<file path="src/rtl/approx_mul_engine_if.sv">
// Operand/result handshake bundle for approx_mul_engine.
// Both channels use valid/ready: a transfer happens on a rising clock edge where valid and ready are both 1.
interface approx_mul_engine_if #(
  parameter int DATA_W  = 16,
  parameter int TRUNC_W = 8
) ();
  logic                  in_valid;
  logic                  in_ready;
  logic [DATA_W-1:0]     in_a;
  logic [DATA_W-1:0]     in_b;
  logic                  out_valid;
  logic                  out_ready;
  logic [2*DATA_W-1:0]   out_product;
  logic                  out_exact;
  logic                  busy;

  modport slave (
    input  in_valid, in_a, in_b, out_ready,
    output in_ready, out_valid, out_product, out_exact, busy
  );

  modport master (
    output in_valid, in_a, in_b, out_ready,
    input  in_ready, out_valid, out_product, out_exact, busy
  );
endinterface

</file>
<file path="src/rtl/approx_mul_engine.sv">
// Leading-one-segment approximate multiplier: a serial scan finds each operand's lead bit, then a TRUNC_W x TRUNC_W multiply is shifted back.
// Optional round-to-nearest segment build: define APPROX_MUL_ROUND_EN.
module approx_mul_engine #(
  parameter int DATA_W  = 16,
  parameter int TRUNC_W = 8
) (
  input  logic              clk,
  input  logic              rst,
  approx_mul_engine_if.slave bus,
  output logic [1:0]        dbg_state
);
  localparam int IDX_W  = (DATA_W > 1) ? $clog2(DATA_W) : 1;
  localparam int PROD_W = 2 * DATA_W;
  localparam logic [IDX_W-1:0] IDX_TOP   = IDX_W'(DATA_W - 1);
  localparam logic [IDX_W-1:0] IDX_FLOOR = IDX_W'(TRUNC_W - 1);

  typedef enum logic [1:0] {IDLE, SCAN, CALC, DONE} state_t;

  state_t              state;
  logic [DATA_W-1:0]   reg_a, reg_b;
  logic [IDX_W-1:0]    idx_a, idx_b;
  logic                done_a, done_b;
  logic [PROD_W-1:0]   product_r;
  logic                exact_r;

  // Top TRUNC_W bits starting at the lead index; the rounding build adds the first dropped bit.
  function automatic logic [TRUNC_W-1:0] segment(input logic [DATA_W-1:0] x,
                                                  input logic [IDX_W-1:0]  i);
    logic [IDX_W-1:0]   lo;
    logic [DATA_W-1:0]  sh;
    logic [TRUNC_W-1:0] seg;
    lo  = i - IDX_FLOOR;
    sh  = x >> lo;
    seg = sh[TRUNC_W-1:0];
`ifdef APPROX_MUL_ROUND_EN
    if (lo != '0 && x[lo - 1'b1] && seg != {TRUNC_W{1'b1}})
      seg = seg + 1'b1;
`endif
    return seg;
  endfunction

  function automatic logic dropped_zero(input logic [DATA_W-1:0] x,
                                        input logic [IDX_W-1:0]  i);
    logic [IDX_W-1:0]  lo;
    logic [DATA_W-1:0] mask;
    lo   = i - IDX_FLOOR;
    mask = (DATA_W'(1) << lo) - DATA_W'(1);
    return (x & mask) == '0;
  endfunction

  logic                hit_a, hit_b;
  logic [TRUNC_W-1:0]  seg_a, seg_b;
  logic [IDX_W:0]      shift;
  logic [PROD_W-1:0]   product_c;
  logic                exact_c;

  always_comb begin
    hit_a     = reg_a[idx_a] || (idx_a == IDX_FLOOR);
    hit_b     = reg_b[idx_b] || (idx_b == IDX_FLOOR);
    seg_a     = segment(reg_a, idx_a);
    seg_b     = segment(reg_b, idx_b);
    shift     = {1'b0, idx_a - IDX_FLOOR} + {1'b0, idx_b - IDX_FLOOR};
    product_c = (PROD_W'(seg_a) * PROD_W'(seg_b)) << shift;
    exact_c   = (reg_a == '0) || (reg_b == '0) ||
                (dropped_zero(reg_a, idx_a) && dropped_zero(reg_b, idx_b));
  end

  always_ff @(posedge clk or negedge rst) begin
    if (!rst) begin
      state     <= IDLE;
      reg_a     <= '0;
      reg_b     <= '0;
      idx_a     <= IDX_TOP;
      idx_b     <= IDX_TOP;
      done_a    <= 1'b0;
      done_b    <= 1'b0;
      product_r <= '0;
      exact_r   <= 1'b0;
    end else begin
      case (state)
        IDLE: begin
          if (bus.in_valid) begin
            reg_a  <= bus.in_a;
            reg_b  <= bus.in_b;
            idx_a  <= IDX_TOP;
            idx_b  <= IDX_TOP;
            done_a <= 1'b0;
            done_b <= 1'b0;
            state  <= SCAN;
          end
        end
        SCAN: begin
          // A finished operand keeps its index, which is then its lead index.
          if (!done_a) begin
            if (hit_a) done_a <= 1'b1;
            else       idx_a  <= idx_a - 1'b1;
          end
          if (!done_b) begin
            if (hit_b) done_b <= 1'b1;
            else       idx_b  <= idx_b - 1'b1;
          end
          if ((done_a || hit_a) && (done_b || hit_b))
            state <= CALC;
        end
        CALC: begin
          product_r <= product_c;
          exact_r   <= exact_c;
          state     <= DONE;
        end
        DONE: begin
          if (bus.out_ready)
            state <= IDLE;
        end
        default: state <= IDLE;
      endcase
    end
  end

  assign bus.in_ready    = (state == IDLE);
  assign bus.out_valid   = (state == DONE);
  assign bus.busy        = (state != IDLE);
  assign bus.out_product = product_r;
  assign bus.out_exact   = exact_r;
  assign dbg_state       = state;
endmodule

</file>
<file path="src/flat_wrapper.sv">
// flat-port wrapper written by rule: the top's interface ports become plain ports
module approx_mul_engine_flat 
#(
  parameter int DATA_W  = 16,
  parameter int TRUNC_W = 8
)
  (clk, rst, dbg_state, bus_in_valid, bus_in_a, bus_in_b, bus_out_ready, bus_in_ready, bus_out_valid, bus_out_product, bus_out_exact, bus_busy);
  approx_mul_engine_if #(.DATA_W(DATA_W), .TRUNC_W(TRUNC_W)) bus_i ();
  input  logic clk;
  input  logic rst;
  output logic [1:0] dbg_state;
  input wire logic [$bits(bus_i.in_valid)-1:0] bus_in_valid;
  input wire logic [$bits(bus_i.in_a)-1:0] bus_in_a;
  input wire logic [$bits(bus_i.in_b)-1:0] bus_in_b;
  input wire logic [$bits(bus_i.out_ready)-1:0] bus_out_ready;
  output wire logic [$bits(bus_i.in_ready)-1:0] bus_in_ready;
  output wire logic [$bits(bus_i.out_valid)-1:0] bus_out_valid;
  output wire logic [$bits(bus_i.out_product)-1:0] bus_out_product;
  output wire logic [$bits(bus_i.out_exact)-1:0] bus_out_exact;
  output wire logic [$bits(bus_i.busy)-1:0] bus_busy;
  assign bus_i.in_valid = bus_in_valid;
  assign bus_i.in_a = bus_in_a;
  assign bus_i.in_b = bus_in_b;
  assign bus_i.out_ready = bus_out_ready;
  assign bus_in_ready = bus_i.in_ready;
  assign bus_out_valid = bus_i.out_valid;
  assign bus_out_product = bus_i.out_product;
  assign bus_out_exact = bus_i.out_exact;
  assign bus_busy = bus_i.busy;
  approx_mul_engine #(.DATA_W(DATA_W), .TRUNC_W(TRUNC_W)) u_core (.clk(clk), .rst(rst), .bus(bus_i), .dbg_state(dbg_state));
endmodule
</file>
<file path="config.mk">
export PLATFORM = sky130hd
export DESIGN_NAME = approx_mul_engine_flat
export DESIGN_NICKNAME = d
export VERILOG_FILES = /design/src/rtl/approx_mul_engine_if.sv /design/src/rtl/approx_mul_engine.sv /design/src/flat_wrapper.sv
export SDC_FILE = /design/constraint.sdc
export NUM_CORES = 1
export LEC_CHECK = 0
export BUFFER_PORTS_ARGS = -buffer_cell sky130_fd_sc_hd__buf_2
export CORE_MARGIN = 2
export CORE_UTILIZATION = 60
export CTS_CLUSTER_DIAMETER = 200
export DETAILED_ROUTE_END_ITERATION = 6
export MAX_ROUTING_LAYER = met4
export PLACE_DENSITY = 0.83
export SLEW_MARGIN = 20
export SYNTH_ARGS = -nofsm -noshare
export SYNTH_HDL_FRONTEND = slang
export SYNTH_SLANG_ARGS = --single-unit
export TNS_END_PERCENT = 100
</file>
<file path="constraint.sdc">
create_clock -name clk -period 20.5 [get_ports clk]
set_input_delay 4.1 -clock clk [delete_from_list [all_inputs] [get_ports clk]]
set_output_delay 4.1 -clock clk [all_outputs]
set_load 0.02 [all_outputs]
</file>
* Word-level counts from Yosys, hierarchy flattened
Cells that the tools add are included.
Word-level totals: bits of input ports 36, output and inout port bits 38, register bits 77, word-level logic and storage cells 80
Operators by class: shift-type cells 5, add/subtract/negate cells 7, bitwise gates (word level) 2, $mul 1, eq/ne operators 12, reduce and logical (&&, ||, !) cells 20, muxes and demuxes 22, order comparisons 2
Operator list (count):
- $logic_not A16 Y1 | 4
- $and A16 B16 Y16 | 2
- $shl A1 B4 Y16 const A | 2
- $shl A16 B5 Y32 | 1
- $shr A16 B4 Y8 | 2
- $sub A16 B2 Y16 const B | 2
- $mux W4 | 5
- $mul A8 B8 Y16 | 1
- $pmux W4 S2 | 2
- $ne A2 B2 Y1 const B | 6
- $lt A4 B5 Y1 const B | 2
- $bmux W1 S4 | 2
- $eq A4 B3 Y1 const B | 2
- $pmux W2 S4 | 1
- $reduce_and A4 Y1 | 2
- $sub A4 B1 Y4 const B | 2
- $sub A4 B3 Y4 const B | 2
- $mux W1 | 7
- $logic_or A1 B1 Y1 | 6
- $mux W2 | 3
- $add A4 B4 Y5 | 1
- $eq A2 B2 Y1 const B | 2
- $pmux W1 S2 | 2
- $reduce_and A2 Y1 | 2
- other kinds (6) | 8

* Logic depth before layout (Yosys ltp)
Gate-level depths: netlist of the first run.
word-level depth 7, mapped depth 31, depth with buffers taken out 26

* Worst setup path after synthesis of the first run
No wires, ideal clock.
path type reg-to-reg, start register u_core.idx_b[0], end register u_core.product_r[18], in the netlist u_core.bus.out_product[18], setup time 139 ps, cell stages (with the launch flop) 28, period minus slack after synthesis 7796 ps, setup slack 12704 ps, arrival time 7657 ps, required time 20361 ps, buffers on the path 5, path through dfstp_2 buf_2 buf_4 buf_2 inv_1 ha_1 buf_2 mux4_2 o21ai_0 nor2_1 a31oi_1 nor2_1 fa_1 fa_1 fa_1 inv_1 fa_1 inv_1 ha_1 buf_2 o211ai_1 a211oi_1 a221oi_1 mux2_2 or2_2 o21ai_0 nor3_1 or4_1
On the way: longest elaborated chain between the ends 4, elaborated cells between the ends (all ways) 5, classes of those cells add/sub: 2; mul: 1; shift: 2
RTL lines:
- start: declaration | RTL line approx_mul_engine.sv:21 | logic [IDX_W-1:0] idx_a, idx_b;
- start signal: assignment | RTL line approx_mul_engine.sv:100 | else idx_b <= idx_b - 1'b1;
- $sub A4 B3 Y4 * | RTL line approx_mul_engine.sv:32, approx_mul_engine.sv:62
- $shr A16 B4 Y8 | RTL line approx_mul_engine.sv:33 | sh = x >> lo;
- $mul A8 B8 Y16 | RTL line approx_mul_engine.sv:63 | product_c = (PROD_W'(seg_a) * PROD_W'(seg_b)) << shift;
- $shl A16 B5 Y32 * | RTL line approx_mul_engine.sv:63
- end signal: assignment | RTL line approx_mul_engine.sv:106 | product_r <= product_c;
- end: declaration | RTL line approx_mul_engine.sv:23 | logic [PROD_W-1:0] product_r;
Every way passes the cells marked *; elsewhere a longest branch is shown, timed or not. A chain may end at the register's enable or synchronous reset.

* Final worst setup path of the first run
start register u_core.idx_a[0], end register u_core.product_r[18], in the netlist u_core.bus.out_product[18]
On the way: longest elaborated chain between the ends 4, elaborated cells between the ends (all ways) 5, classes of those cells add/sub: 2; mul: 1; shift: 2
RTL lines:
- start: declaration | RTL line approx_mul_engine.sv:21
- start signal: assignment | RTL line approx_mul_engine.sv:96 | else idx_a <= idx_a - 1'b1;
- $sub A4 B3 Y4 * | RTL line approx_mul_engine.sv:32, approx_mul_engine.sv:62
- $shr A16 B4 Y8 | RTL line approx_mul_engine.sv:33
- $mul A8 B8 Y16 | RTL line approx_mul_engine.sv:63
- $shl A16 B5 Y32 * | RTL line approx_mul_engine.sv:63
Marks and branches as above.

==> results.sh, run 1 <==
export IMPL_synthFlopType="dfrtp_1"
export IMPL_viasPerCell=6.67
export IMPL_yosys_cell_types_count=93
export IMPL_globalRouteOverflowTotal=0
export IMPL_synth_fa_ha_area_share_pct=16.1
export IMPL_clock_path_buffers=2
export IMPL_ys_seq_area_share_pct=21.3
export IMPL_fp_dieW_um=127
export IMPL_cts_hold_buf=0
export IMPL_arrival_ns=9.03
export IMPL_synth_top_family_by_area="compound AO/OA/AOI/OAI gates"
export IMPL_num_rows=45
export IMPL_synth_edf_count=0
export IMPL_rsz0062_at_grt="false"
export IMPL_synthMuxAreaShare_pct=15.6
export IMPL_crit_slowest_cell="dfstp_2"
export IMPL_ant_nets=0
export IMPL_tightest_slew_ns=0.971
export IMPL_ioPinCount=74
export IMPL_numCtsBuffers=9
export IMPL_synth_compound_area_share_pct=20.1
export IMPL_post_cts_resized=0
export IMPL_async_flop_share_pct=100
export IMPL_dr_pass1_iters=6
export IMPL_max_freq_ghz=0.114
export IMPL_grtUsageTotal_pct=31.6
export IMPL_cts_root_buf="clkbuf_16"
export IMPL_tns_ns=0
export IMPL_syn_cell_area_mm2=0.00910
export IMPL_nets=1188
export IMPL_path_class="flop to flop"
export IMPL_fin_crit_ns=8.80
export IMPL_drive_above_1_share_pct=20.0
export IMPL_synth_area_per_cell_um2=8.80
export IMPL_io_buffer_count=73
export IMPL_clk_pin_slew_ns=0.07
export IMPL_syn_to_final_growth_pct=7.38
export IMPL_cp_required_ns=20.73
export IMPL_grt_pass1_vias=7725
export IMPL_final_hold_viol_count=0
export IMPL_final_core_util_pct=65.0
export IMPL_place_congestion=1.00
export IMPL_cp_slowest_stage_delay_ns=0.99
export IMPL_vias=8345
export IMPL_drt_iter0_drc=910
export IMPL_worstRegToRegCells=22
export IMPL_finClkSkew_ns=0.00983
export IMPL_cts_tree="built"
export IMPL_grt_pass1_wl_um=39600
export IMPL_final_cell_mix="nor2_1, inv_1, nand2_1, buf_2, dfrtp_1"
export IMPL_layout_commonest_cell="nor2_1"
export IMPL_maxCapViolations=0
export IMPL_yosys_area_share_simple_pct=17.1
export IMPL_wirelength_um=24600
export IMPL_drc=0
export IMPL_postCtsSetupRepairBufs=0
export IMPL_path_cells="inv_1 -> ha_1 -> mux4_1 -> and2_1 -> a31o_2 -> a21oi_1 -> nor2_1 -> fa_1 -> fa_1 -> fa_1 -> inv_1 -> fa_1 -> inv_1 -> ha_1 -> o211ai_1 -> a211oi_1 -> a221oi_1 -> mux2_2 -> or2_2 -> o21ai_0 -> nor3_1 -> or4_1"
export IMPL_syn_inst=1034
export IMPL_clkLatencyLatePin_ns=0.36
export IMPL_start_kind="flop"
export IMPL_yosys_area_share_xor_xnor_pct=2.87
export IMPL_min_delay_path_depth=1
export IMPL_diodes=0
export IMPL_dp_hpwl_um=18100
export IMPL_cp_max_fo=29
export IMPL_antenna_found_initial=0
export IMPL_initial_core_util_pct=60.5
export IMPL_status="finished, final reports clean"
export IMPL_wl_per_cell_um=19.6
export IMPL_fin_cells=1252
export IMPL_critPathMostFrequentCell="fa_1"
export IMPL_synth_warnings=0
export IMPL_setup_viol=0
export IMPL_hold_path_class="flop to flop"
export IMPL_grt_max_degree=78
export IMPL_die_height_um=127
export IMPL_cp_end_kind="flop"
export IMPL_synth_nets=1163
export IMPL_relSlewSlack_pct=35.2
export IMPL_cts_sinks=77
export IMPL_placed_cells=1236
export IMPL_ys_ff_latch=77
export IMPL_core_mm2=0.0150
export IMPL_finalCritPeriodShare_pct=43.0
export IMPL_die_area_mm2=0.0162
export IMPL_drv_slew=0
export IMPL_h_tree_depth=3
export IMPL_holdWs_ns=0.492
==> registers in the layout (all words and copies together) (netlist names) <==
| name | count |
|---|---|
| u_core.idx_a | 4 |
| u_core.done_b | 1 |
| u_core.reg_b | 16 |
| u_core.reg_a | 16 |
| u_core.done_a | 1 |
| u_core.idx_b | 4 |
| u_core.bus.out_product | 32 |
| u_core.bus.out_exact | 1 |
| u_core.dbg_state | 2 |
==> synth_stat cells, types with 9 or more instances <==
master	n	area (µm²)
a211oi_1	10	75.1
a21o_1	9	67.6
a21oi_1	59	295
a31oi_1	15	93.8
and3_1	10	62.6
buf_2	20	100
clkbuf_1	33	124
dfrtp_1	69	1730
fa_1	36	721
ha_1	57	713
inv_1	83	312
mux2_2	43	484
mux2i_1	29	290
mux4_2	22	495
nand2_1	76	285
nand3_1	20	100
nand4_1	9	56.3
nor2_1	118	443
nor3_1	27	135
nor4_1	10	62.6
o211ai_1	13	97.6
o21ai_0	48	240
o2bb2ai_1	11	96.3
or2_2	14	87.6
xnor2_1	10	87.6
==> final timing paths <==
kind	start	endpoint	slack [ns]
max reg2reg	u_core.idx_a[0]$_DFFE_PN1P_	u_core.bus.out_product[18]$_DFFE_PN0P_	11.70
max in group asynchronous	rst	u_core.bus.out_product[24]$_DFFE_PN0P_	15.97
min reg2reg	u_core.bus.out_product[4]$_DFFE_PN0P_	u_core.bus.out_product[4]$_DFFE_PN0P_	0.49
min in group asynchronous	rst	u_core.reg_b[12]$_DFFE_PN0P_	3.91
min	u_core.bus.out_product[4]$_DFFE_PN0P_	u_core.bus.out_product[4]$_DFFE_PN0P_	0.49
max	u_core.idx_a[0]$_DFFE_PN1P_	u_core.bus.out_product[18]$_DFFE_PN0P_	11.70
==> per-stage QoR <==
stage	instance area (µm²)	setup slack (ns)
after floorplan	9100	12.70
after global placement	9450	12.05
after detailed placement	9450	11.79
after CTS	9770	11.78
after global routing	9770	11.23
final	9770	11.70
==> worst max-delay path, delay by kind of cell (launching register included) <==
| family | cells | cell delay (ns) |
|---|---|---|
| fa+ha+maj | 6 | 3.43 |
| buf+inv | 3 | 0.35 |
| flops | 1 | 0.99 |
| mux | 2 | 0.81 |
| simple gates | 5 | 1.22 |
| compound gates | 6 | 1.87 |
==> cell families after synthesis <==
kind of cell | Yosys count
and+or+nand+nor | 324
adders and majority gates | 96
muxes | 100
buffers and inverters | 150
xor gates and xnor gates | 23
DFF | 77
AOI/OAI and AO/OA | 264
==> area by class of cell <==
class,instances,area [µm²]
Clock inverter,7,100
Sequential cell,77,1940
Tap cell,188,235
Multi-Input combinational cell,807,6540
Inverter,84,315
Fill cell,1215,5260
Clock buffer,9,225
Timing Repair Buffer,80,420
==> layer usage <==
metal  vias to the layer above  global-route usage [%]  part of all wire, %
met5                         -                       -                    0
met4                         0                    8.79                  2.2
met3                        63                    6.74                  9.6
met2                       460                    47.3                   45
met1                      4002                    43.9                   43
li1                       3820                       -                    -
Power of run 1 is not shown: default switching activity piles up to over one toggle a cycle in this logic, so the estimate is an artifact.
==> run 2, diff against run 1 <==
--- a/config.mk
+++ b/config.mk
@@ -5,13 +5,14 @@
 export SDC_FILE = /design/constraint.sdc
 export NUM_CORES = 1
 export LEC_CHECK = 0
+export ABC_AREA = 1
 export BUFFER_PORTS_ARGS = -buffer_cell sky130_fd_sc_hd__buf_2
 export CORE_MARGIN = 2
-export CORE_UTILIZATION = 60
+export CORE_UTILIZATION = 57
 export CTS_CLUSTER_DIAMETER = 200
 export DETAILED_ROUTE_END_ITERATION = 6
 export MAX_ROUTING_LAYER = met4
-export PLACE_DENSITY = 0.83
+export PLACE_DENSITY = 0.82
 export SLEW_MARGIN = 20
 export SYNTH_ARGS = -nofsm -noshare
 export SYNTH_HDL_FRONTEND = slang
==> constraint.sdc (replaced) <==
create_clock -name clk -period 8.1 [get_ports clk]
set_input_delay 1.62 -clock clk [delete_from_list [all_inputs] [get_ports clk]]
set_output_delay 1.62 -clock clk [all_outputs]
set_load 0.02 [all_outputs]
==> results.sh, run 2 <==
export IMPL_synth_edf_count=0
export IMPL_cp_max_fo=20
export IMPL_setup_viol=0
export IMPL_relSlewSlack_pct=29.6
export IMPL_ioPinCount=74
export IMPL_syn_cell_area_mm2=0.00942
export IMPL_synth_area_per_cell_um2=6.38
export IMPL_rsz0062_at_grt="false"
export IMPL_arrival_ns=7.58
export IMPL_drv_slew=0
export IMPL_holdWs_ns=0.476
export IMPL_grt_max_degree=78
export IMPL_layout_commonest_cell="nand2_1"
export IMPL_nets=1643
export IMPL_hold_path_class="flop to flop"
export IMPL_seqCellArea_mm2=0.00194
export IMPL_die_area_mm2=0.0176
export IMPL_ant_nets=0
export IMPL_min_delay_path_depth=2
export IMPL_h_tree_depth=3
export IMPL_vias=9803
export IMPL_gr_usage_met2_pct=52.7
export IMPL_dr_pass1_iters=6
export IMPL_grt_pass1_wl_um=44200
export IMPL_synth_top_area_cell="nand2_1"
export IMPL_die_height_um=133
export IMPL_path_class="flop to flop"
export IMPL_yosys_top_cells_count="nand2_1, inv_1, nand3_1"
export IMPL_worst_path_stages=27
export IMPL_busiest_layer="met2"
export IMPL_largest_reg_flops=32
export IMPL_status="finished, final reports clean"
export IMPL_final_core_util_pct=63.5
export IMPL_num_rows=46
export IMPL_ys_seq_area_share_pct=20.6
export IMPL_diodes=0
export IMPL_cp_slowest_stage_delay_ns=0.68
export IMPL_async_flop_share_pct=100
export IMPL_wl_per_cell_um=15.1
export IMPL_yosys_cell_types_count=50
export IMPL_start_kind="flop"
export IMPL_dp_hpwl_um=20000
export IMPL_num_fill_cells=1497
export IMPL_numCtsBuffers=9
export IMPL_synthFlopType="dfrtp_1"
export IMPL_drive_above_1_share_pct=11.7
export IMPL_grt_pass1_vias=9304
export IMPL_tns_ns=0
export IMPL_finClkSkew_ns=0.0155
export IMPL_cp_top_family="adder cells"
export IMPL_syn_to_final_growth_pct=7.80
export IMPL_tightest_slew_ns=1.05
export IMPL_finalCritPeriodShare_pct=90.7
export IMPL_syn_inst=1477
export IMPL_synth_top_area_share_pct=19.3
export IMPL_grtUsageTotal_pct=31.4
export IMPL_io_buffer_count=73
export IMPL_synth_area_top_cells="nand2_1, dfrtp_1, nand3_1"
export IMPL_worstRegToRegCells=27
export IMPL_clk_pin_slew_ns=0.07
export IMPL_drt_iter0_drc=874
export IMPL_synth_nets=1606
export IMPL_cts_sinks=77
export IMPL_cts_root_buf="clkbuf_16"
export IMPL_synth_warnings=0
export IMPL_cp_end_kind="flop"
export IMPL_antenna_found_initial=0
export IMPL_final_cell_mix="nand2_1, inv_1, nand3_1, nor2_1, o21ai_0"
export IMPL_synth_most_common_cell="nand2_1"
export IMPL_cts_tree="built"
export IMPL_clkLatencyLatePin_ns=0.36
export IMPL_cts_hold_buf=0
export IMPL_multi_input_area_mm2=0.00642
export IMPL_cp_required_ns=8.34
export IMPL_clock_path_buffers=2
export IMPL_final_hold_viol_count=0
export IMPL_viasPerCell=5.65
export IMPL_globalRouteOverflowTotal=0
export IMPL_place_congestion=0.938
export IMPL_critPathBufInv=6
export IMPL_core_mm2=0.0160
export IMPL_max_freq_ghz=0.136
export IMPL_grt_use_met3_pct=3.75
export IMPL_drc=0
export IMPL_initial_core_util_pct=58.9
export IMPL_ys_ff_latch=77
export IMPL_fin_crit_ns=7.34
export IMPL_crit_slowest_cell="ha_2"
export IMPL_place_area_mm2=0.00980
export IMPL_fp_dieW_um=133
export IMPL_wirelength_um=26200
export IMPL_design_area_mm2=0.0102
export IMPL_maxCapViolations=0
export IMPL_grt_use_met1_pct=39.4
[run 2: changes by cell type after synthesis, moves of 23 or more]
cell	delta
inv_1	+100
nand3_1	+136
a21oi_1	-36
o21ai_0	+44
nor3_1	-23
nand2_1	+408
mux2_2	-43
mux2i_1	-29
[run 2: path summary, 6_finish.rpt]
kind	from	endpoint	slack, ns
setup / recovery	u_core.idx_b[1]$_DFFE_PN1P_	u_core.bus.out_product[27]$_DFFE_PN0P_	0.76
hold / removal	u_core.bus.out_product[6]$_DFFE_PN0P_	u_core.bus.out_product[6]$_DFFE_PN0P_	0.48
setup reg to reg	u_core.idx_b[1]$_DFFE_PN1P_	u_core.bus.out_product[27]$_DFFE_PN0P_	0.76
hold reg to reg	u_core.bus.out_product[6]$_DFFE_PN0P_	u_core.bus.out_product[6]$_DFFE_PN0P_	0.48
max in group asynchronous	rst	u_core.idx_b[3]$_DFFE_PN1P_	6.31
min in group asynchronous	rst	u_core.reg_a[13]$_DFFE_PN0P_	1.15
[run 2: cell type report]
cell class | count | area share, %
Timing Repair Buffer | 79 | 4.26
Multi-Input combinational cell | 1145 | 63.3
Inverter | 202 | 7.52
Tap cell | 216 | 2.66
Clock buffer | 12 | 2.53
Clock inverter | 4 | 0.690
Sequential cell | 77 | 19.1
[run 2: worst register-to-register path: cells and delay by family (launching register included)]
kind / cells / cell delay, ns
DFF: 1 / 0.61
AOI/OAI and AO/OA: 5 / 1.63
adders and majority gates: 6 / 3.17
buffers and inverters: 6 / 0.86
xor gates and xnor gates: 1 / 0.10
and+or+nand+nor: 9 / 0.87
[run 2: cells by family after synthesis]
kind of cell / count (synthesis) / share of synthesized area [%]
xor gates and xnor gates: 11 / 1.22
AOI/OAI and AO/OA: 181 / 11.3
buffers and inverters: 255 / 11.3
adders and majority gates: 93 / 15.2
and+or+nand+nor: 860 / 40.4
DFF: 77 / 20.6
[run 2: stage by stage]
stage                     setup WS, ns  cells
after floorplan                   1.64   1477
final                            0.757   1735
after detailed placement         0.760   1718
after CTS                        0.740   1734
after global routing             0.196   1735
after global placement           0.917   1718
[run 2: metal layers]
layer | wire, µm | vias to the layer above
met5 | 0 | -
met4 | 858 | 0
met3 | 1570 | 76
met2 | 12700 | 365
met1 | 11100 | 4547
li1 | - | 4815
[run 2: what timing repair did]
action                                  CTS  global route
resized for setup                         0             1
endpoints found under the setup margin    0             3
buffers inserted                          0             0
Power of run 2 is left out for the same reason.
